**config.mk**
```make
export PLATFORM = sky130hd
export DESIGN_NAME = icache_mem_responder
export DESIGN_NICKNAME = d
export VERILOG_FILES = /design/src/rtl/icache_mem_responder_pkg.sv /design/src/rtl/icache_mem_responder.sv
export SDC_FILE = /design/constraint.sdc
export NUM_CORES = 1
export LEC_CHECK = 0
export CORE_MARGIN = 1
export CORE_UTILIZATION = 46
export CTS_BUF_LIST = sky130_fd_sc_hd__clkbuf_8
export DETAILED_ROUTE_END_ITERATION = 7
export PLACE_DENSITY = 0.87
export SYNTH_ARGS = -nofsm -noshare
export SYNTH_HDL_FRONTEND = slang
export SYNTH_SLANG_ARGS = --single-unit
```
**constraint.sdc**
```tcl
create_clock -name clk_i -period 1.61 [get_ports clk_i]
set_clock_uncertainty 0.1 [all_clocks]
set_input_delay 0.161 -clock clk_i [delete_from_list [all_inputs] [get_ports clk_i]]
set_output_delay 0.161 -clock clk_i [all_outputs]
set_load 0.05 [all_outputs]
```
**src/rtl/icache_mem_responder_pkg.sv**
```systemverilog
// Shared cache definitions for the icache line-fill interface.
//   type_icache2mem_s      : icache -> memory request (level req + byte addr)
//   type_mem2icache_s      : memory -> icache response (1-cycle ack + full line)
//   type_imem_resp_state_e : line-fill responder FSM states
// The line width constant ties the response struct to LINE_WORDS*DATA_W;
// responders must be instantiated with matching LINE_WORDS/DATA_W/ADDR_W.
package icache_mem_responder_pkg;

  localparam int IC_LINE_WORDS = 4;
  localparam int IC_DATA_W     = 32;
  localparam int IC_ADDR_W     = 32;
  localparam int IC_LINE_W     = IC_LINE_WORDS * IC_DATA_W;

  typedef struct packed {
    logic                 req;
    logic [IC_ADDR_W-1:0] addr;
  } type_icache2mem_s;

  typedef struct packed {
    logic                 ack;
    logic [IC_LINE_W-1:0] r_data;
  } type_mem2icache_s;

  typedef enum logic [2:0] {
    ST_IDLE = 3'd0,
    ST_READ = 3'd1,
    ST_LAST = 3'd2,
    ST_RESP = 3'd3,
    ST_GAP  = 3'd4
  } type_imem_resp_state_e;

endpackage

```
**src/rtl/icache_mem_responder.sv**
```systemverilog
// Memory-side responder for icache line fills. Reads a line word-by-word
// from a single-port word-wide SRAM (1-cycle read latency), assembles it in
// a line buffer and returns it with a one-cycle ack.
//
// Ports:
//   clk_i, rst_i     : clock, synchronous active-high reset
//   imem_sel_i       : responder selected (gates acceptance only)
//   icache2mem_i     : .req (level, held until ack), .addr (byte address)
//   mem2icache_o     : .ack (1-cycle pulse), .r_data (word 0 in LSBs)
//   sram_req_o       : SRAM read strobe
//   sram_addr_o      : word-aligned SRAM byte address
//   sram_rdata_i     : SRAM read data, valid one cycle after the strobe
//
// Build option: IMEM_RESP_CRITICAL_WORD_FIRST_EN -- when defined, reads
// start at the requested word and wrap around the line; otherwise reads
// always start at word 0. Returned line and timing are the same either way.
module icache_mem_responder
  import icache_mem_responder_pkg::*;
#(
  parameter int LINE_WORDS = IC_LINE_WORDS,
  parameter int DATA_W     = IC_DATA_W,
  parameter int ADDR_W     = IC_ADDR_W
) (
  input  logic               clk_i,
  input  logic               rst_i,
  input  logic               imem_sel_i,
  input  type_icache2mem_s   icache2mem_i,
  output type_mem2icache_s   mem2icache_o,
  output logic               sram_req_o,
  output logic [ADDR_W-1:0]  sram_addr_o,
  input  logic [DATA_W-1:0]  sram_rdata_i
);

  localparam int LW_BITS    = $clog2(LINE_WORDS);
  localparam int LINE_BYTES = LINE_WORDS * 4;

  type_imem_resp_state_e state_q, state_d;
  logic [LW_BITS-1:0]    beat_q, beat_d;
  logic [ADDR_W-1:0]     base_q, base_d;
  logic                  alive_q, alive_d;
  logic [LINE_WORDS-1:0][DATA_W-1:0] line_q, line_d;
  // Capture slot: the word strobed last cycle lands at cap_idx_q this cycle.
  logic                  cap_vld_q, cap_vld_d;
  logic [LW_BITS-1:0]    cap_idx_q, cap_idx_d;
  logic [LW_BITS-1:0]    word_idx;

`ifdef IMEM_RESP_CRITICAL_WORD_FIRST_EN
  logic [LW_BITS-1:0]    offset_q, offset_d;
  // Power-of-2 line: the adder width gives the mod-LINE_WORDS wrap.
  assign word_idx = offset_q + beat_q;
`else
  assign word_idx = beat_q;
`endif

  always_comb begin
    state_d   = state_q;
    beat_d    = beat_q;
    base_d    = base_q;
    alive_d   = alive_q;
    line_d    = line_q;
    cap_vld_d = 1'b0;
    cap_idx_d = cap_idx_q;
`ifdef IMEM_RESP_CRITICAL_WORD_FIRST_EN
    offset_d  = offset_q;
`endif

    if (cap_vld_q) line_d[cap_idx_q] = sram_rdata_i;

    unique case (state_q)
      ST_IDLE: begin
        if (icache2mem_i.req && imem_sel_i) begin
          state_d = ST_READ;
          beat_d  = '0;
          base_d  = icache2mem_i.addr[ADDR_W-1:0] & ~ADDR_W'(LINE_BYTES - 1);
          alive_d = 1'b1;
`ifdef IMEM_RESP_CRITICAL_WORD_FIRST_EN
          offset_d = icache2mem_i.addr[LW_BITS+1:2];
`endif
        end
      end
      ST_READ: begin
        if (!icache2mem_i.req) alive_d = 1'b0;
        cap_vld_d = 1'b1;
        cap_idx_d = word_idx;
        beat_d    = beat_q + 1'b1;
        if (beat_q == LW_BITS'(LINE_WORDS - 1)) state_d = ST_LAST;
      end
      ST_LAST: begin
        if (!icache2mem_i.req) alive_d = 1'b0;
        state_d = ST_RESP;
      end
      ST_RESP: state_d = ST_GAP;
      // GAP swallows a req still high after ack so it cannot start a refill.
      ST_GAP:  state_d = ST_IDLE;
      default: state_d = ST_IDLE;
    endcase
  end

  always_ff @(posedge clk_i) begin
    if (rst_i) begin
      state_q   <= ST_IDLE;
      beat_q    <= '0;
      base_q    <= '0;
      alive_q   <= 1'b0;
      line_q    <= '0;
      cap_vld_q <= 1'b0;
      cap_idx_q <= '0;
`ifdef IMEM_RESP_CRITICAL_WORD_FIRST_EN
      offset_q  <= '0;
`endif
    end else begin
      state_q   <= state_d;
      beat_q    <= beat_d;
      base_q    <= base_d;
      alive_q   <= alive_d;
      line_q    <= line_d;
      cap_vld_q <= cap_vld_d;
      cap_idx_q <= cap_idx_d;
`ifdef IMEM_RESP_CRITICAL_WORD_FIRST_EN
      offset_q  <= offset_d;
`endif
    end
  end

  // All outputs decode registered state only.
  assign sram_req_o  = (state_q == ST_READ);
  assign sram_addr_o = (state_q == ST_READ) ? (base_q | (ADDR_W'(word_idx) << 2)) : '0;

  assign mem2icache_o.ack    = (state_q == ST_RESP) && alive_q;
  assign mem2icache_o.r_data = line_q;

endmodule

```
==> impl_metrics.tcl <==
set metrics [dict create \
    dieArea_um2 14200 \
    place_congestion 0.874 \
    cts_tree "yes" \
    p_comb_share_pct 11.3 \
    syn_avg_cell_area_um2 8.29 \
    seq_power_share_pct 52.3 \
    clockBufferDepth 2 \
    cpMostUsedCell "buf_12" \
    violations "setup timing" \
    swShare_pct 24.6 \
    num-fill-cells 1003 \
    worst-path-buf-inv 3 \
    io_pins 230 \
    place_ws_ns 0.0356 \
    grt_max_degree 57 \
    fin_nets 1049 \
    outcome "finished with violations" \
    ant_nets 0 \
    wl_um 17900 \
    synth.distinct_cells 34 \
    drt-pass1-iter-count 4 \
    fp.coreArea_um2 13300 \
    diodes 0 \
    rr_worst_depth 6 \
    final-seq-area_um2 3310 \
    cts_made_buffers 17 \
    syn_area_um2 6320 \
    rows 42 \
    grt_pass1_vias 5602 \
    grt_usage_pct 25.7 \
    whs_path_depth 3 \
    crit_path_top_delay_cell "dfxtp_2" \
    setup_viol 32 \
    start_util_pct 47.5 \
    grt-ovfl-total 0 \
    synth-seq-cells 165 \
    worstPathMaxFanout 16 \
    clk_latency_ns 0.45 \
    post-route-period-util_pct 117 \
    clock_sinks 165 \
    clock_power_share_pct 36.4 \
    r2r_setup_slack_ns 0.04 \
    cp.arrival_ns 1.62 \
    pwr_density_cell_nw_per_um2 850 \
    p_total_mw 8.03 \
    multi_input_area_um2 2780 \
    synthMuxAreaShare_pct 4.91 \
    hold_viol 0 \
    slowest_delay_ns 0.34 \
    grt_pass1_wl_um 28400 \
    min_to "base_q[26]" \
    synth_top_family_by_area "simple AND/OR/NAND/NOR gates" \
    finalMaxSlewViolations 0 \
    synth_compound_area_share_pct 11.0 \
    path_class "flip-flop to output port" \
    finalCriticalPeriod_ns 1.88 \
    startpoint_type "flip-flop" \
    wl_per_cell_um 15.3 \
    die_y_um 119 \
    worstHoldPathType "input pin to flip-flop" \
    cts-root-buf "clkbuf_8" \
    vias 5834 \
    cts_max_level 4 \
    drive_gt1_share_pct 26.6 \
    crit_family "simple AND/OR/NAND/NOR gates" \
    maxCapViolations 0 \
    drcViolationCount 0 \
    port_buffers 223 \
    r2r_start "state_q[0]" \
    fmaxAchievable_mhz 533 \
    ys_seq_area_share_pct 52.3 \
    synthSimpleGateAreaFrac_pct 26.6 \
    synth_area_leader_cell "dfxtp_1" \
    p_int_mw 6.05 \
    synthXorXnorAreaFrac_pct 0 \
    synth_warnings 0 \
    end_kind "output port" \
    clkTransAtPathRegs_ns 0.09 \
    p_sw_mw 1.98 \
    rsz0062_at_grt "yes" \
    hold_start "icache2mem_i[26]" \
    setup_slack_ns -0.267 \
    antenna_found_initial 0 \
    r2r-end "beat_q[0]" \
    synth_fa_ha_area_share_pct 0.198 \
    synth_area_leaders "dfxtp_1 52%, nand2_1 15%, a21oi_1 10%, nand2b_1 5.5%, mux2i_1 4.9%" \
    worstPathRequired_ns 1.35 \
    netlist_instances 762 \
    dp_hpwl_um 12300 \
    ir_drop_uv 424 \
    yosys.area.top_type_share_pct 52.3 \
    routed_via_density 4.99 \
    area_growth_pct 49.5 \
    drt-initial-drc-count 431 \
    crit_path_cell_trace "nor3b_4 > buf_6 > buf_12 > and2_2 > buf_12" \
    die_w_um 119 \
    cts_hold_buffers 0 \
    power.leakage_nw 3.71 \
]
## cells in the mapped netlist (all sizes together)
cell type  instances
nor3               2
conb               1
buf               45
nand2            260
o41ai              1
nor2b              1
nor2               4
nand3b             3
inv                1
o21a               1
mux2i             31
dfxtp            165
nand3              1
and2              31
a211o              1
ha                 1
and3b              3
a21oi            129
or3b               2
nor3b              3
nor4b              1
and3               1
o21ai              2
nand2b            56
clkbuf            15
a2111oi            1
## worst min-delay path, delay by kind of cell
family	cells	cell delay [ns]
buffers and inverters	1	0.39
muxes	1	0.06
and+or+nand+nor	1	0.07
## per-stage QoR
| stage | setup TNS [ns] | hold WS (ns) | cell area (µm²) | std cells | util (%) |
|---|---|---|---|---|---|
| 2_1_floorplan | -0.273 | 0.197 | 6360 | 763 | - |
| 3_3_place_gp | 0 | 0.341 | 8920 | 1130 | 67.1 |
| 3_5_place_dp | 0 | 0.347 | 8920 | 1130 | 67.1 |
| 4_1_cts | -8.45 | 0.138 | 9440 | 1168 | 71.0 |
| 5_1_grt | -9.87 | 0.147 | 9450 | 1168 | 71.1 |
| 6_report | -7.71 | 0.167 | 9450 | 1168 | 71.1 |
## layout by cell type, fill, tap and decap left out, types with 3 or more instances in the layout
cell type,count
nand2b_1,56
mux2i_1,31
dfxtp_1,162
and2_4,19
buf_12,48
clkbuf_8,20
nand2_1,260
clkinvlp_4,4
and2_2,12
a21oi_1,129
inv_1,4
buf_4,143
nand3b_1,3
and3b_1,3
buf_6,3
nor2_1,4
clkdlybuf4s50_1,62
## what timing repair did
action	CTS	global route
setup endpoints to repair	32	33
pin swaps	2	5
gates cloned	2	0
gates resized for setup	26	3
setup buffers	5	1
## sequential cells by signal, indices dropped and copies added, names as in the netlist
name and count:
cap_idx_q 2, base_q 28, cap_vld_q 1, alive_q 1, state_q 3, beat_q 2, mem2icache_o 128
## area by class of cell
class	count	share of cell area, %
sequential	165	35.0
multi-input combinational	537	29.5
timing repair buffer	258	29.0
clock buffer	20	2.91
tap	176	2.33
clock inverter	11	1.18
inverter	1	0.0397
## power groups by stage
stage	clock (mW)	combinational (mW)	sequential [mW]
after floorplan	0	0.336	4.39
after global placement	0	0.845	4.29
after detailed placement	0	0.854	4.29
after CTS	3.00	0.906	4.20
after global routing	3.16	0.960	4.21
final	2.93	0.906	4.20
## worst max-delay path by stage
stage | start | endpoint | cells after the start
6_report | state_q[1] | sram_addr_o[5] | 5
5_1_grt | state_q[1] | sram_addr_o[3] | 5
4_1_cts | state_q[1] | sram_addr_o[18] | 5
3_5_place_dp | icache2mem_i[32] | base_q[20] | 5
3_3_place_gp | icache2mem_i[32] | base_q[12] | 5
2_1_floorplan | state_q[0] | sram_addr_o[17] | 3
## cell families after synthesis
family | after synthesis
and+or+nand+nor | 368
other | 1
buffers and inverters | 61
DFF | 165
AOI/OAI and AO/OA | 135
adders and majority gates | 1
muxes | 31
## layer usage
metal / wire, µm / track usage, % / part of all wire (%) / vias up
met4: 279 / 9.65 / 1.6 / 0
met2: 8840 / 43.2 / 49 / 223
li1: - / - / - / 2880
met3: 1610 / 10.2 / 9.0 / 22
met1: 7190 / 29.2 / 40 / 2709
met5: 0 / 0 / 0 / -
Power figures use the tool's default switching activity.
==> variant (same flow settings) <==
Encoding of `type_imem_resp_state_e`: now one-hot (5 bits for 5 states).
--- a/src/rtl/icache_mem_responder_pkg.sv
+++ b/src/rtl/icache_mem_responder_pkg.sv
@@ -21,12 +21,12 @@
     logic [IC_LINE_W-1:0] r_data;
   } type_mem2icache_s;
 
-  typedef enum logic [2:0] {
-    ST_IDLE = 3'd0,
-    ST_READ = 3'd1,
-    ST_LAST = 3'd2,
-    ST_RESP = 3'd3,
-    ST_GAP  = 3'd4
+  typedef enum logic [4:0] {
+    ST_IDLE = 5'b00001,
+    ST_READ = 5'b00010,
+    ST_LAST = 5'b00100,
+    ST_RESP = 5'b01000,
+    ST_GAP  = 5'b10000
   } type_imem_resp_state_e;
 
 endpackage
Function: no difference found for any inputs over 10 cycles, from zero or initial values and one cycle with rst_i high; not proved beyond that.
==> variant against the original RTL <==
  * The flow still finishes with violations (negative setup slack)
  * Total power decreased by 1.2%
  * Setup slack got worse by 0.050 ns
  * Clock power increased by 3%
  * Design area increased by 2.2%
  * Area after synthesis decreased by 2.2%
  * Routed wire length increased by 13%
  * Count of clock-buffer cells in the layout unchanged
  * Sequential cell count increased by 2
  * Global-route usage increased by 1.6 points
  * Critical endpoint is now sram_addr_o[21]
  * Largest power group unchanged
  * Highest routed layer unchanged
==> variant: results <==
set metrics [dict create \
    status "finished with violations" \
    violations "negative setup slack" \
    met2WireLength_mm 9.85 \
    vias 6465 \
    drtIter0Drc 656 \
    setup_viol 33 \
    num-nonclk-buffers 272 \
    grt_max_degree 80 \
    cp-endpoint "sram_addr_o[21]" \
    netlist_area_um2 6180 \
    crit_path_max_incr_delay_ns 0.36 \
    power_density_nw_per_um2 822 \
    clk_share 0.0415 \
    placed_area_um2 8730 \
    critPathMaxFanout 10 \
    preCtsSetupSlack_ns 0.0231 \
    wl_per_cell_um 16.9 \
    dp.cells 1143 \
    ys_top_cells_by_area "dfxtp_1 54%, nand2_1 16%, a21oi_1 13%" \
    final-nonclk-buf-share 0.294 \
    multi_input_area_share 0.291 \
    drt-total-wl_mm 20.2 \
    vdd_drop_max_mv 0.460 \
    setup_tns_ns -9.28 \
    synth_cell_types 32 \
    fin_ws_ns -0.317 \
    multi_input_cells 546 \
    seq_area_frac 0.348 \
    synthCells 785 \
    post_cts_resized 51 \
    cp_slowest_cell "dfxtp_4" \
    nFillCells 918 \
    inv_count 5 \
]
## variant: cell types whose count changed after synthesis, sizes merged, moves of 28 or more
cell / delta
a21oi: +31
and3: +28
o21ai: +29
clkbuf: +32
mux2i: -31
and2: -31
nand2b: -54
nand3: +31
## variant: metal layers
metal	track usage	vias up
li1	-	3062
met1	0.332	3028
met2	0.450	323
met3	0.0693	52
met4	0.126	0
met5	0	-
## variant: cell families after synthesis
kind of cell,count (synthesis),synth area share
xor gates and xnor gates,1,0.00142
adders and majority gates,1,0.00202
buffers and inverters,73,0.0504
DFF,167,0.541
other,1,0.000607
AOI/OAI and AO/OA,195,0.160
and+or+nand+nor,347,0.245
## variant: report_power, final
group	total, mW	leakage [nW]	switching, mW	internal, mW
registers	4.20	1.35	0.0286	4.17
clock network	3.02	0.195	1.52	1.49
logic	0.718	2.11	0.388	0.331
total	7.93	3.65	1.94	5.99
